`config.mk`:
```
export PLATFORM = sky130hd
export DESIGN_NAME = btn_conditioner_flat
export DESIGN_NICKNAME = d
export VERILOG_FILES = /design/src/rtl/btn_pkg.sv /design/src/rtl/btn_conditioner_if.sv /design/src/rtl/btn_channel.sv /design/src/rtl/btn_conditioner.sv /design/src/flat_wrapper.sv
export SDC_FILE = /design/constraint.sdc
export NUM_CORES = 1
export LEC_CHECK = 0
export CAP_MARGIN = 20
export CORE_MARGIN = 2
export CORE_UTILIZATION = 41
export DETAILED_ROUTE_END_ITERATION = 12
export SLEW_MARGIN = 20
export SYNTH_ARGS = -nofsm -noshare
export SYNTH_HDL_FRONTEND = slang
export SYNTH_SLANG_ARGS = --single-unit
```
`constraint.sdc`:
```
create_clock -name hwclk -period 1.9 [get_ports hwclk]
set_input_delay 0.19 -clock hwclk [delete_from_list [all_inputs] [get_ports hwclk]]
set_output_delay 0.19 -clock hwclk [all_outputs]
set_load 0.01 [all_outputs]
```
`src/rtl/btn_pkg.sv`:
```
// btn_pkg: shared types and sizing helpers for the push-button conditioner
// (btn_channel, btn_conditioner_if, btn_conditioner).
package btn_pkg;

  // Per-channel debounce FSM. The encoding is also exported on the debug bus.
  typedef enum logic [1:0] {
    IDLE        = 2'd0,
    DEB_PRESS   = 2'd1,
    HELD        = 2'd2,
    DEB_RELEASE = 2'd3
  } btn_state_t;

  // Largest of three integers.
  function automatic int max3(input int a, input int b, input int c);
    int m;
    m = (a > b) ? a : b;
    return (m > c) ? m : c;
  endfunction

  // One counter width covers debounce, first-repeat delay and repeat period,
  // so every terminal value fits.
  function automatic int cnt_width(input int deb, input int rdly, input int rper);
    return $clog2(max3(deb, rdly, rper) + 1);
  endfunction

  // Width of the press_code index (at least one bit for a single channel).
  function automatic int code_width(input int n);
    return (n > 1) ? $clog2(n) : 1;
  endfunction

endpackage

```
`src/rtl/btn_conditioner_if.sv`:
```
// btn_conditioner_if: pad-side and event-side signals of the button conditioner.
//
// Signal contract: there is no backpressure. btn_raw is an asynchronous level
// from the pads. btn_press / btn_release / btn_repeat / any_press are one-cycle
// pulses that a consumer must take on the cycle they are high; press_code is
// only meaningful while any_press is high and reads 0 otherwise. btn_level is
// the debounced level. dbg_state carries each channel's FSM state, two bits per
// channel, channel 0 in the low bits.
interface btn_conditioner_if #(
  parameter int NUM_BTN = 5
);
  localparam int CODE_W = btn_pkg::code_width(NUM_BTN);

  logic [NUM_BTN-1:0]   btn_raw;
  logic [NUM_BTN-1:0]   btn_level;
  logic [NUM_BTN-1:0]   btn_press;
  logic [NUM_BTN-1:0]   btn_release;
  logic [NUM_BTN-1:0]   btn_repeat;
  logic                 any_press;
  logic [CODE_W-1:0]    press_code;
  logic [2*NUM_BTN-1:0] dbg_state;

  // Board / stimulus side drives the pads and observes the events.
  modport master (
    output btn_raw,
    input  btn_level, btn_press, btn_release, btn_repeat,
    input  any_press, press_code, dbg_state
  );

  // Conditioner side.
  modport slave (
    input  btn_raw,
    output btn_level, btn_press, btn_release, btn_repeat,
    output any_press, press_code, dbg_state
  );
endinterface

```
`src/rtl/btn_channel.sv`:
```
// btn_channel: one button channel -- synchroniser, debounce FSM and, when
// BTN_AUTOREPEAT_EN is defined, the auto-repeat timer. All outputs registered;
// press_next_o is the combinational next value of press_o so the parent can
// register its encoder in the same cycle as the pulse.
module btn_channel
  import btn_pkg::*;
#(
  parameter int SYNC_STAGES     = 2,
  parameter int DEBOUNCE_CYCLES = 250000,
  parameter int REPEAT_DELAY    = 5000000,
  parameter int REPEAT_PERIOD   = 1000000
) (
  input  logic       clk_i,
  input  logic       rst_ni,
  input  logic       raw_i,
  output logic       level_o,
  output logic       press_o,
  output logic       release_o,
  output logic       repeat_o,
  output logic       press_next_o,
  output btn_state_t state_o
);

  localparam int CNT_W = cnt_width(DEBOUNCE_CYCLES, REPEAT_DELAY, REPEAT_PERIOD);
  localparam logic [CNT_W-1:0] CNT_ONE  = CNT_W'(1);
  localparam logic [CNT_W-1:0] DEB_LAST = CNT_W'(DEBOUNCE_CYCLES - 1);

  logic [SYNC_STAGES-1:0] sync_q;
  logic                   s;

  btn_state_t       state_q, state_d;
  logic [CNT_W-1:0] deb_cnt_q, deb_cnt_d;
  logic             level_q, level_d;
  logic             acc_press_d;
  logic             press_q, press_d;
  logic             release_q, release_d;

  // Synchroniser chain: raw pad shifts in at bit 0, s is the oldest stage.
  always_ff @(posedge clk_i or negedge rst_ni) begin
    if (!rst_ni) begin
      sync_q <= '0;
    end else begin
      sync_q <= {sync_q[SYNC_STAGES-2:0], raw_i};
    end
  end

  assign s = sync_q[SYNC_STAGES-1];

  // Debounce FSM next state: a change is accepted after DEBOUNCE_CYCLES
  // consecutive samples that differ from the current level. The debounce
  // counter only advances up to DEB_LAST, where acceptance happens.
  always_comb begin
    state_d     = state_q;
    deb_cnt_d   = deb_cnt_q;
    level_d     = level_q;
    acc_press_d = 1'b0;
    release_d   = 1'b0;
    case (state_q)
      IDLE: begin
        if (s) begin
          if (DEBOUNCE_CYCLES == 1) begin
            state_d     = HELD;
            level_d     = 1'b1;
            acc_press_d = 1'b1;
          end else begin
            state_d   = DEB_PRESS;
            deb_cnt_d = CNT_ONE;
          end
        end
      end
      DEB_PRESS: begin
        if (!s) begin
          // Bounce: back to idle, nothing reported.
          state_d   = IDLE;
          deb_cnt_d = '0;
        end else if (deb_cnt_q == DEB_LAST) begin
          state_d     = HELD;
          deb_cnt_d   = '0;
          level_d     = 1'b1;
          acc_press_d = 1'b1;
        end else begin
          deb_cnt_d = deb_cnt_q + CNT_ONE;
        end
      end
      HELD: begin
        if (!s) begin
          if (DEBOUNCE_CYCLES == 1) begin
            state_d   = IDLE;
            level_d   = 1'b0;
            release_d = 1'b1;
          end else begin
            state_d   = DEB_RELEASE;
            deb_cnt_d = CNT_ONE;
          end
        end
      end
      DEB_RELEASE: begin
        if (s) begin
          // Bounce back: still held, repeat timing carries on undisturbed.
          state_d   = HELD;
          deb_cnt_d = '0;
        end else if (deb_cnt_q == DEB_LAST) begin
          state_d   = IDLE;
          deb_cnt_d = '0;
          level_d   = 1'b0;
          release_d = 1'b1;
        end else begin
          deb_cnt_d = deb_cnt_q + CNT_ONE;
        end
      end
      default: begin
        state_d   = IDLE;
        deb_cnt_d = '0;
        level_d   = 1'b0;
      end
    endcase
  end

`ifdef BTN_AUTOREPEAT_EN
  localparam logic [CNT_W-1:0] DLY_LAST = CNT_W'(REPEAT_DELAY - 1);
  localparam logic [CNT_W-1:0] PER_LAST = CNT_W'(REPEAT_PERIOD - 1);

  logic [CNT_W-1:0] rep_cnt_q, rep_cnt_d;
  logic [CNT_W-1:0] rep_last;
  logic             rep_armed_q, rep_armed_d;
  logic             repeat_q, repeat_d;

  // Repeat timer: runs only while the level stays 1 across the edge (HELD or
  // DEB_RELEASE on both sides). It restarts at press acceptance and is cleared
  // on accepted release, which also swallows a repeat due on that same edge.
  always_comb begin
    rep_cnt_d   = rep_cnt_q;
    rep_armed_d = rep_armed_q;
    repeat_d    = 1'b0;
    rep_last    = rep_armed_q ? PER_LAST : DLY_LAST;
    if (level_q && level_d) begin
      if (rep_cnt_q == rep_last) begin
        rep_cnt_d   = '0;
        rep_armed_d = 1'b1;
        repeat_d    = 1'b1;
      end else begin
        rep_cnt_d = rep_cnt_q + CNT_ONE;
      end
    end else begin
      rep_cnt_d   = '0;
      rep_armed_d = 1'b0;
    end
  end

  // Repeat timer and repeat pulse registers.
  always_ff @(posedge clk_i or negedge rst_ni) begin
    if (!rst_ni) begin
      rep_cnt_q   <= '0;
      rep_armed_q <= 1'b0;
      repeat_q    <= 1'b0;
    end else begin
      rep_cnt_q   <= rep_cnt_d;
      rep_armed_q <= rep_armed_d;
      repeat_q    <= repeat_d;
    end
  end

  assign press_d  = acc_press_d | repeat_d;
  assign repeat_o = repeat_q;
`else
  assign press_d  = acc_press_d;
  assign repeat_o = 1'b0;
`endif

  // FSM state, debounce counter and registered event outputs.
  always_ff @(posedge clk_i or negedge rst_ni) begin
    if (!rst_ni) begin
      state_q   <= IDLE;
      deb_cnt_q <= '0;
      level_q   <= 1'b0;
      press_q   <= 1'b0;
      release_q <= 1'b0;
    end else begin
      state_q   <= state_d;
      deb_cnt_q <= deb_cnt_d;
      level_q   <= level_d;
      press_q   <= press_d;
      release_q <= release_d;
    end
  end

  assign level_o      = level_q;
  assign press_o      = press_q;
  assign release_o    = release_q;
  assign press_next_o = press_d;
  assign state_o      = state_q;

endmodule

```
`src/rtl/btn_conditioner.sv`:
```
// btn_conditioner: NUM_BTN independent button channels plus a registered
// any_press / press_code encoder aligned with btn_press.
// Optional auto-repeat is enabled by defining BTN_AUTOREPEAT_EN.
module btn_conditioner
  import btn_pkg::*;
#(
  parameter int NUM_BTN         = 5,
  parameter int SYNC_STAGES     = 2,
  parameter int DEBOUNCE_CYCLES = 250000,
  parameter int REPEAT_DELAY    = 5000000,
  parameter int REPEAT_PERIOD   = 1000000
) (
  input  logic               hwclk,
  input  logic               reset,
  btn_conditioner_if.slave   bus
);

  localparam int CODE_W = code_width(NUM_BTN);

  logic [NUM_BTN-1:0]   level_w;
  logic [NUM_BTN-1:0]   press_w;
  logic [NUM_BTN-1:0]   release_w;
  logic [NUM_BTN-1:0]   repeat_w;
  logic [NUM_BTN-1:0]   press_next_w;
  logic [2*NUM_BTN-1:0] state_w;

  logic                 any_press_q;
  logic [CODE_W-1:0]    press_code_q, press_code_d;

  for (genvar g = 0; g < NUM_BTN; g++) begin : g_ch
    btn_state_t ch_state;

    btn_channel #(
      .SYNC_STAGES    (SYNC_STAGES),
      .DEBOUNCE_CYCLES(DEBOUNCE_CYCLES),
      .REPEAT_DELAY   (REPEAT_DELAY),
      .REPEAT_PERIOD  (REPEAT_PERIOD)
    ) u_channel (
      .clk_i       (hwclk),
      .rst_ni      (reset),
      .raw_i       (bus.btn_raw[g]),
      .level_o     (level_w[g]),
      .press_o     (press_w[g]),
      .release_o   (release_w[g]),
      .repeat_o    (repeat_w[g]),
      .press_next_o(press_next_w[g]),
      .state_o     (ch_state)
    );

    assign state_w[2*g +: 2] = ch_state;
  end

  // Priority encoder on next-cycle presses: lowest channel index wins.
  always_comb begin
    press_code_d = '0;
    for (int i = NUM_BTN - 1; i >= 0; i--) begin
      if (press_next_w[i]) begin
        press_code_d = CODE_W'(i);
      end
    end
  end

  // Register the encoder so it lines up with the registered btn_press.
  always_ff @(posedge hwclk or negedge reset) begin
    if (!reset) begin
      any_press_q  <= 1'b0;
      press_code_q <= '0;
    end else begin
      any_press_q  <= |press_next_w;
      press_code_q <= press_code_d;
    end
  end

  assign bus.btn_level   = level_w;
  assign bus.btn_press   = press_w;
  assign bus.btn_release = release_w;
  assign bus.btn_repeat  = repeat_w;
  assign bus.any_press   = any_press_q;
  assign bus.press_code  = press_code_q;
  assign bus.dbg_state   = state_w;

endmodule

```
`src/flat_wrapper.sv`:
```
// flat-port wrapper written by rule: the top's interface ports become plain ports
module btn_conditioner_flat import btn_pkg::*;
#(
  parameter int NUM_BTN         = 5,
  parameter int SYNC_STAGES     = 2,
  parameter int DEBOUNCE_CYCLES = 250000,
  parameter int REPEAT_DELAY    = 5000000,
  parameter int REPEAT_PERIOD   = 1000000
)
  (hwclk, reset, bus_btn_raw, bus_btn_level, bus_btn_press, bus_btn_release, bus_btn_repeat, bus_any_press, bus_press_code, bus_dbg_state);
  btn_conditioner_if #(.NUM_BTN(NUM_BTN)) bus_i ();
  input  logic hwclk;
  input  logic reset;
  input wire logic [$bits(bus_i.btn_raw)-1:0] bus_btn_raw;
  output wire logic [$bits(bus_i.btn_level)-1:0] bus_btn_level;
  output wire logic [$bits(bus_i.btn_press)-1:0] bus_btn_press;
  output wire logic [$bits(bus_i.btn_release)-1:0] bus_btn_release;
  output wire logic [$bits(bus_i.btn_repeat)-1:0] bus_btn_repeat;
  output wire logic [$bits(bus_i.any_press)-1:0] bus_any_press;
  output wire logic [$bits(bus_i.press_code)-1:0] bus_press_code;
  output wire logic [$bits(bus_i.dbg_state)-1:0] bus_dbg_state;
  assign bus_i.btn_raw = bus_btn_raw;
  assign bus_btn_level = bus_i.btn_level;
  assign bus_btn_press = bus_i.btn_press;
  assign bus_btn_release = bus_i.btn_release;
  assign bus_btn_repeat = bus_i.btn_repeat;
  assign bus_any_press = bus_i.any_press;
  assign bus_press_code = bus_i.press_code;
  assign bus_dbg_state = bus_i.dbg_state;
  btn_conditioner #(.NUM_BTN(NUM_BTN), .SYNC_STAGES(SYNC_STAGES), .DEBOUNCE_CYCLES(DEBOUNCE_CYCLES), .REPEAT_DELAY(REPEAT_DELAY), .REPEAT_PERIOD(REPEAT_PERIOD)) u_core (.hwclk(hwclk), .reset(reset), .bus(bus_i));
endmodule
```
==> results.json, run 1 <==
{
  "cts_buffer_depth": 2,
  "fmax_mhz": 529,
  "first_global_vias": 6394,
  "r2r-start": "u_core.g_ch[2].u_channel.deb_cnt_q[20]",
  "period_share": 0.995,
  "h-tree-depth": 4,
  "cp_slowest_cell": "or4_4",
  "cts_tree": "built",
  "final_area_sq_um": 10400,
  "grt_setup_unrepaired": "yes",
  "maxCapViolCount": 0,
  "outcome": "finished clean",
  "synthArstFlopShare": 1.00,
  "rows": 51,
  "layout-drive-gt1-share": 0.231,
  "ios": 41,
  "dr.pass1.iters": 5,
  "cts_made_buffers": 17,
  "endpoint_kind": "register",
  "seq_area_frac_synth": 0.480,
  "ys_seq_elements": 154,
  "antenna_found_initial": 0,
  "power_frac_seq": 0.444,
  "yosys_warnings": 0,
  "period_needed_ns": 1.89,
  "start_util": 0.416,
  "clock-root-buffer": "clkbuf_16",
  "swShare": 0.244,
  "hold_path.class": "in -> reg",
  "vias": 6784,
  "crit_path_end": "u_core.bus.any_press",
  "die_y_microns": 144,
  "grt_overflow": 0,
  "fp.dieW_microns": 144,
  "slew_viol_final": 0,
  "placed_area_sq_um": 9460,
  "port_buffers": 35,
  "required_ns": 2.27,
  "drcViolationCount": 0,
  "worstSetupPathType": "reg -> reg",
  "max_stage_delay_ns": 0.54,
  "r2r-end": "u_core.bus.any_press",
  "core_sq_um": 19300,
  "postRouteAntennaNets": 0,
  "worstSetupStartpoint": "u_core.g_ch[2].u_channel.deb_cnt_q[20]",
  "grt_max_degree": 41,
  "place.gp.congestion": 0.814,
  "clock_sinks": 154,
  "r2r_slack_ns": 0.009,
  "syn_inst": 852,
  "clock_latency_ns": 0.43,
  "finalClockSkew_ns": 0.0100,
  "synthFlopType": "dfrtp_1",
  "wl_per_cell_microns": 14.5,
  "intPower_uw": 6150,
  "slew_headroom": 0.634,
  "die_area_sq_um": 20700,
  "final_cell_mix": "153 x dfrtp_1, 126 x buf_4, 84 x nand2_1",
  "hpwl_microns": 12800,
  "p_clk_frac": 0.464,
  "track_usage": 0.187,
  "r2r_cells": 6,
  "ys_types": 75,
  "whs_path_depth": 1,
  "fin_util": 0.536,
  "leakage_uw": 0.00441,
  "drt_iter0_markers": 374,
  "n_antenna_cell": 0,
  "p_comb_frac": 0.091,
  "cp-start-kind": "register",
  "total_power_uw": 8140,
  "path_cells": "or4_4 > nor4_4 > buf_4 > nand3_4 > nor3_4 > or4_1",
  "arrival_ns": 2.26,
  "mostFrequentLayoutCell": "dfrtp_1",
  "worst_ir_drop_vdd_uv": 627,
  "area_delta_synth_final_pct": 29.0,
  "p_sw_uw": 1990,
  "avgSynthCellArea_sq_um": 9.43,
  "nets": 1006,
  "power_density_nw_per_um2": 785,
  "tightest_slew_ns": 0.548,
  "setup_viol": 0,
  "hold_violations": 0,
  "grt_pass1_wl_microns": 31000,
  "clkTransAtPathRegs_ns": 0.07,
  "viasPerCell": 5.33,
  "synth_enable_flop_cells": 0,
  "wl_microns": 18400,
  "synth.cell_area_sq_um": 8040,
  "path_max_fanout": 5
}
-- worst max-delay path: cells and delay by family, from the launching register on --
kind | cells | cell delay [ns]
flip-flops | 1 | 0.38
AND/OR/NAND/NOR | 5 | 1.26
buffers and inverters | 1 | 0.18
-- sequential cells by signal, indices dropped and copies added (netlist names), named ones only --
signal,flops
u_core.g_ch.u_channel.deb_cnt_q,115
u_core.g_ch.u_channel.sync_q,10
u_core.g_ch.u_channel.level_o,5
u_core.g_ch.u_channel.press_o,5
u_core.g_ch.u_channel.release_o,5
u_core.g_ch.u_channel.state_o,5
u_core.bus.press_code,3
u_core.bus.any_press,1
-- power groups by stage --
stage	Combinational, uW	Sequential (uW)	Clock, uW
CTS	735	3610	3870
global route	840	3650	4000
floorplan	381	3660	0
detailed placement	729	3670	0
finish	744	3620	3780
global placement	715	3660	0
-- what timing repair did --
item / 4_1_cts / 5_1_grt
setup endpoints to repair: 6 / 91
buffers inserted: 0 / 8
resized for setup: 5 / 37
hold buffers: 1 / 0
hold endpoints to repair: 36 / 0
pin swaps: 10 / 6
-- synthesized netlist by cell type (15+ instances only) --
master / n / area share
o21ai_0: 34 / 0.021
and4_1: 16 / 0.017
nand2b_1: 15 / 0.012
xnor2_1: 23 / 0.025
clkbuf_1: 15 / 0.0070
a31oi_1: 60 / 0.047
and3_1: 17 / 0.013
a21oi_1: 54 / 0.034
nand4_1: 25 / 0.019
nand3_1: 43 / 0.027
nor3_1: 23 / 0.014
inv_1: 24 / 0.011
dfrtp_1: 154 / 0.48
nor2_1: 78 / 0.036
buf_4: 23 / 0.021
nand2_1: 84 / 0.039
-- metal layers --
metal  part of all wire  track usage  vias up  wire length (microns)
met5                  0            0        -                      0
met1               0.48        0.256     3267                   8850
met3              0.032       0.0407       23                    588
met4              0.016       0.0593        0                    303
li1                   -            -     3383                      -
met2               0.47        0.298      111                   8700
-- logic make-up (layout without fill, tap and decap cells) --
group	Yosys count	count (layout)	share of synthesized area
adders and majority gates	5	5	0.00778
DFF	154	154	0.480
and+or+nand+nor	371	371	0.255
xor gates and xnor gates	37	37	0.0403
AOI/OAI and AO/OA	201	201	0.159
muxes	5	5	0.00623
other	1	5	0.000467
buffers and inverters	78	229	0.0517
-- through the flow --
stage	setup slack (ns)	TNS (ns)	hold slack (ns)	std cells
after global placement	-0.0402	-0.112	0.133	1231
final	0.00941	0	0.202	1272
after detailed placement	-0.0580	-0.160	0.133	1231
after CTS	-0.0396	-0.216	0.184	1264
after floorplan	0.00990	0	-0.106	856
after global routing	-0.0921	-0.778	0.200	1272
-- layout make-up --
class / count / area, sq um
clock inverters: 14 / 220
clock buffers: 18 / 439
well taps: 265 / 332
flip-flops and latches: 154 / 3850
multi-input cells: 624 / 3950
inverters: 24 / 90.1
fillers: 1722 / 8970
repair buffers: 173 / 1480
-- how the worst min path moves through the flow --
stage	start	to
2_1_floorplan	reset	async pin
3_3_place_gp	reset	u_core.g_ch[3].u_channel.deb_cnt_q[9]
3_5_place_dp	reset	u_core.g_ch[3].u_channel.deb_cnt_q[9]
4_1_cts	bus_btn_raw[4]	u_core.g_ch[4].u_channel.sync_q[0]
5_1_grt	bus_btn_raw[4]	u_core.g_ch[4].u_channel.sync_q[0]
6_report	bus_btn_raw[2]	u_core.g_ch[2].u_channel.sync_q[0]
Note: power is estimated with default switching activity, not from simulation.
==> inputs of run 2 (changes only) <==
--- a/config.mk
+++ b/config.mk
@@ -5,10 +5,10 @@
 export SDC_FILE = /design/constraint.sdc
 export NUM_CORES = 1
 export LEC_CHECK = 0
-export CAP_MARGIN = 20
 export CORE_MARGIN = 2
 export CORE_UTILIZATION = 41
 export DETAILED_ROUTE_END_ITERATION = 12
+export GPL_TIMING_DRIVEN = 0
 export SLEW_MARGIN = 20
 export SYNTH_ARGS = -nofsm -noshare
 export SYNTH_HDL_FRONTEND = slang
==> results.json, run 2 (synthesis gave the netlist of run 1 again) <==
{
  "start_util": 0.416,
  "tightest_slew_ns": 0.661,
  "finalClockSkew_ns": 0.0101,
  "area_delta_synth_final_pct": 33.5,
  "required_ns": 2.19,
  "die_y_microns": 144,
  "grt_pass1_wl_microns": 32600,
  "slew_headroom": 0.559,
  "clock_sinks": 154,
  "first_global_vias": 6601,
  "ios": 41,
  "intPower_uw": 6460,
  "drt_iter0_markers": 573,
  "outcome": "complete, but fails checks",
  "r2r-start": "u_core.g_ch[2].u_channel.deb_cnt_q[11]",
  "setup_viol": 8,
  "mostFrequentLayoutCell": "dfrtp_1",
  "r2r-end": "u_core.bus.press_code[0]",
  "maxCapViolCount": 0,
  "power_frac_seq": 0.437,
  "viasPerCell": 5.57,
  "port_buffers": 35,
  "path_max_fanout": 4,
  "fin_ws_ns": -0.0760,
  "track_usage": 0.196,
  "grt_max_degree": 82,
  "period_share": 1.04,
  "violations": "setup timing",
  "worstSetupPathType": "reg -> reg",
  "slew_viol_final": 0,
  "final_cell_mix": "143 x dfrtp_1, 83 x buf_4, 82 x nand2_1",
  "grt_overflow": 0,
  "dr.pass1.iters": 5,
  "reg_top3": "u_core.g_ch.u_channel.deb_cnt_q x115, u_core.g_ch.u_channel.sync_q x10",
  "clkTransAtPathRegs_ns": 0.06,
  "fmax_mhz": 506,
  "nets": 987,
  "fin_util": 0.555,
  "regMostFlops": "u_core.g_ch.u_channel.deb_cnt_q",
  "clock-root-buffer": "clkbuf_16",
  "holdWs_ns": 0.205,
  "drcViolationCount": 0,
  "hold_violations": 0,
  "p_comb_frac": 0.088,
  "cp-start-kind": "register",
  "swShare": 0.237,
  "largest_reg_flops": 115,
  "rows": 51,
  "leakage_uw": 0.00444,
  "antenna_found_initial": 0,
  "n_antenna_cell": 0,
  "grt_setup_unrepaired": "yes",
  "p_clk_frac": 0.476,
  "postRouteAntennaNets": 0,
  "endpoint_kind": "register",
  "worstSetupStartpoint": "u_core.g_ch[2].u_channel.deb_cnt_q[11]",
  "wl_microns": 20100,
  "die_area_sq_um": 20700,
  "cts_buffer_depth": 2,
  "hold-path-endpoint": "u_core.g_ch[0].u_channel.sync_q[0]",
  "hpwl_microns": 12300,
  "arrival_ns": 2.27,
  "core_sq_um": 19300,
  "r2r_cells": 6,
  "vias": 6974,
  "whs_path_depth": 1,
  "clock_latency_ns": 0.42,
  "p_sw_uw": 2000,
  "worstHoldStart": "bus_btn_raw[0]",
  "wl_per_cell_microns": 16.1,
  "place.gp.congestion": 0.815,
  "worst_ir_drop_vdd_uv": 645,
  "fp.dieW_microns": 144,
  "h-tree-depth": 4,
  "layout-drive-gt1-share": 0.266,
  "hold_path.class": "in -> reg",
  "r2r_slack_ns": -0.08,
  "cts_tree": "built",
  "power_density_nw_per_um2": 789,
  "cts_made_buffers": 17,
  "period_needed_ns": 1.98
}
-- run 2: final cells by class --
| type | count | area (sq um) |
|---|---|---|
| Inverter | 24 | 90.1 |
| Timing Repair Buffer | 110 | 1010 |
| Clock inverter | 11 | 239 |
| Multi-Input combinational cell | 625 | 4350 |
| Clock buffer | 21 | 460 |
| Sequential cell | 154 | 3870 |
| Fill cell | 1696 | 8600 |
| Tap cell | 265 | 332 |
| Buffer | 43 | 383 |
-- run 2: what timing repair did --
| action | in CTS | in global routing |
|---|---|---|
| hold endpoints to repair | 80 | 0 |
| pin swaps | 17 | 48 |
| resized for setup | 79 | 113 |
| setup endpoints to repair | 114 | 111 |
| hold buffers | 1 | 0 |
| buffers inserted | 38 | 29 |
| cloned | 1 | 7 |
-- run 2: layer usage --
layer	wire, microns	vias up	track usage
met1	9460	3429	0.273
li1	-	3355	-
met4	326	0	0.0635
met3	696	30	0.0404
met5	0	-	0
met2	9640	160	0.306
-- run 2: power by group through the flow --
stage | clock [uW] | sequential [uW] | combinational (uW)
2_1_floorplan | 0 | 3660 | 381
3_3_place_gp | 0 | 3700 | 559
4_1_cts | 4110 | 3680 | 628
5_1_grt | 4240 | 3720 | 826
3_5_place_dp | 0 | 3700 | 575
6_report | 4030 | 3700 | 741
-- run 2: per-stage QoR --
stage | total power (uW) | TNS (ns) | std cells | instance area, sq um | setup WS [ns]
finish | 8460 | -0.434 | 1253 | 10700 | -0.0760
global route | 8780 | -2.95 | 1253 | 10700 | -0.164
CTS | 8420 | -0.125 | 1227 | 10100 | -0.0530
detailed placement | 4280 | -20.74 | 1157 | 8770 | -0.377
global placement | 4260 | -925.50 | 1156 | 8730 | -5.90
floorplan | 4040 | 0 | 856 | 8050 | 0.00990
-- run 2: critical path, cell delays in order (launching register included) --
cell and delay, ns:
dfrtp_1 0.39, or4b_4 0.54, nor4_4 0.24, buf_4 0.17
nand3_4 0.11, o311ai_4 0.30, a21oi_2 0.09
-- run 2: worst max-delay path by stage --
| stage | to | slack [ns] | cells past startpoint |
|---|---|---|---|
| CTS | u_core.bus.press_code[0] | -0.05 | 6 |
| detailed placement | u_core.g_ch[4].u_channel.deb_cnt_q[12] | -0.38 | 8 |
| global route | u_core.bus.press_code[1] | -0.16 | 6 |
| global placement | async pin | -5.90 | 1 |
| floorplan | u_core.g_ch[2].u_channel.deb_cnt_q[3] | 0.01 | 6 |
| finish | u_core.bus.press_code[0] | -0.08 | 6 |
==> inputs of run 3 (changes only) <==
--- a/config.mk
+++ b/config.mk
@@ -7,8 +7,10 @@
 export LEC_CHECK = 0
 export CORE_MARGIN = 2
 export CORE_UTILIZATION = 41
+export CTS_CLUSTER_DIAMETER = 40
 export DETAILED_ROUTE_END_ITERATION = 12
 export GPL_TIMING_DRIVEN = 0
+export PLACE_DENSITY = 0.64
 export SLEW_MARGIN = 20
 export SYNTH_ARGS = -nofsm -noshare
 export SYNTH_HDL_FRONTEND = slang
==> results.json, run 3 (synthesis gave the netlist of run 1 again) <==
{
  "rows": 51,
  "path_max_fanout": 5,
  "fp.dieW_microns": 144,
  "slew_headroom": 0.558,
  "clock_sinks": 154,
  "track_usage": 0.192,
  "top_layer_used": "met4",
  "r2r_cells": 7,
  "path_cells": "or4b_4 > nor4_4 > buf_4 > a21oi_4 > nor2_4 > buf_6 > nor2_1",
  "clock-root-buffer": "clkbuf_16",
  "die_y_microns": 144,
  "worst_ir_drop_vdd_uv": 665,
  "hold_path.class": "in -> reg",
  "start_util": 0.416,
  "worstHoldStart": "bus_btn_raw[0]",
  "drt-met1-wl_microns": 9330,
  "finalClockSkew_ns": 0.00987,
  "cts_made_buffers": 17,
  "h-tree-depth": 4,
  "reg_top3": "u_core.g_ch.u_channel.deb_cnt_q x115, u_core.g_ch.u_channel.sync_q x10",
  "worstSetupPathType": "reg -> reg",
  "total_power_uw": 7730,
  "power_density_nw_per_um2": 750,
  "tightest_slew_ns": 0.662,
  "nets": 966,
  "antenna_found_initial": 0,
  "wl_met2_microns": 8890,
  "ios": 41,
  "r2r-start": "u_core.g_ch[2].u_channel.deb_cnt_q[19]",
  "tns_ns": -1.14,
  "place.gp.congestion": 0.827,
  "pre_cts_ws_ns": -0.477,
  "first_global_vias": 6336,
  "clock_latency_ns": 0.42,
  "dr.pass1.iters": 5,
  "r2r-end": "u_core.g_ch[2].u_channel.deb_cnt_q[16]",
  "fin_ws_ns": -0.0802,
  "route.met3.wl_microns": 686,
  "max_stage_delay_ns": 0.55,
  "hold_violations": 0,
  "vias": 6742,
  "cts_buffer_depth": 2,
  "path_buf_inv": 2,
  "required_ns": 2.21,
  "postRouteAntennaNets": 0,
  "regMostFlops": "u_core.g_ch.u_channel.deb_cnt_q",
  "fin_util": 0.533,
  "wl_per_cell_microns": 15.5,
  "grt_max_degree": 97,
  "slew_viol_final": 0,
  "cp-start-kind": "register",
  "maxCapViolCount": 0,
  "core_sq_um": 19300,
  "grt_overflow": 0,
  "period_needed_ns": 1.98,
  "outcome": "complete, but fails checks",
  "mostFrequentLayoutCell": "dfrtp_1",
  "period_share": 1.04,
  "clkTransAtPathRegs_ns": 0.06,
  "endpoint_kind": "register",
  "hpwl_microns": 12200,
  "whs_path_depth": 1,
  "viasPerCell": 5.48,
  "largest_reg_flops": 115,
  "fmax_mhz": 505,
  "area_delta_synth_final_pct": 28.2,
  "drcViolationCount": 0,
  "setup_viol": 19,
  "drt_iter0_markers": 508,
  "final_cell_mix": "143 x dfrtp_1, 82 x nand2_1, 61 x nor2_1, 61 x buf_4, 60 x a31oi_1",
  "grt_pass1_wl_microns": 31800,
  "layout-drive-gt1-share": 0.244,
  "arrival_ns": 2.29,
  "r2r_slack_ns": -0.08,
  "hold-path-endpoint": "u_core.g_ch[0].u_channel.sync_q[0]",
  "fill_cells": 1720,
  "wl_microns": 19100,
  "n_antenna_cell": 0,
  "die_area_sq_um": 20700,
  "cp_top_family": "simple AND/OR/NAND/NOR gates",
  "cts_tree": "built",
  "grt_setup_unrepaired": "yes",
  "violations": "setup timing",
  "cp_slowest_cell": "or4b_4",
  "leakage_uw": 0.00422,
  "port_buffers": 35,
  "cp.depth": 7
}
[run 3: stage by stage]
| stage | instance area (sq um) | cells | hold slack, ns |
|---|---|---|---|
| 2_1_floorplan | 8050 | 856 | -0.106 |
| 3_3_place_gp | 8730 | 1156 | 0.334 |
| 4_1_cts | 9890 | 1214 | 0.197 |
| 5_1_grt | 10300 | 1230 | 0.203 |
| 6_report | 10300 | 1230 | 0.205 |
| 3_5_place_dp | 8770 | 1157 | 0.151 |
[run 3: what timing repair did]
action | 4_1_cts | 5_1_grt
hold endpoints to repair | 58 | 0
resized for setup | 84 | 77
endpoints found under the setup margin | 108 | 108
pin swaps | 33 | 32
setup buffers | 27 | 17
hold buffers | 1 | 0
cloned | 4 | 3
[run 3: how the worst max path moves through the flow]
| stage | startpoint | to | slack, ns |
|---|---|---|---|
| finish | u_core.g_ch[2].u_channel.deb_cnt_q[19] | u_core.g_ch[2].u_channel.deb_cnt_q[16] | -0.08 |
| global route | u_core.g_ch[2].u_channel.deb_cnt_q[19] | u_core.bus.press_code[1] | -0.16 |
| CTS | u_core.g_ch[2].u_channel.deb_cnt_q[19] | u_core.bus.press_code[1] | -0.13 |
| detailed placement | u_core.g_ch[4].u_channel.deb_cnt_q[0] | u_core.bus.press_code[2] | -0.48 |
| global placement | reset | u_core.g_ch[4].u_channel.state_o[0] | -5.89 |
| floorplan | u_core.g_ch[2].u_channel.deb_cnt_q[18] | u_core.g_ch[2].u_channel.deb_cnt_q[3] | 0.01 |
[run 3: layer usage]
| metal | GRT usage | vias to the layer above |
|---|---|---|
| met2 | 0.290 | 127 |
| met3 | 0.0414 | 16 |
| met1 | 0.282 | 3310 |
| li1 | - | 3289 |
| met4 | 0.0480 | 0 |
| met5 | 0 | - |
[run 3: where the power goes]
group	leakage, uW	switching, uW	total [uW]	internal [uW]
clock	0.000285	1310	3360	2060
sequential	0.00208	253	3690	3440
combinational	0.00185	368	671	303
total	0.00422	1930	7730	5800
[run 3: cell type report]
type                       instances  area [sq um]  area share
buffer                            45           392      0.0380
clock buffer                      23           488      0.0474
clock inverter                     7          91.3     0.00887
inverter                          24          90.1     0.00875
multi-input combinational        624          4240       0.412
sequential                       154          3870       0.375
tap                              265           332      0.0322
timing repair buffer              88           797      0.0774
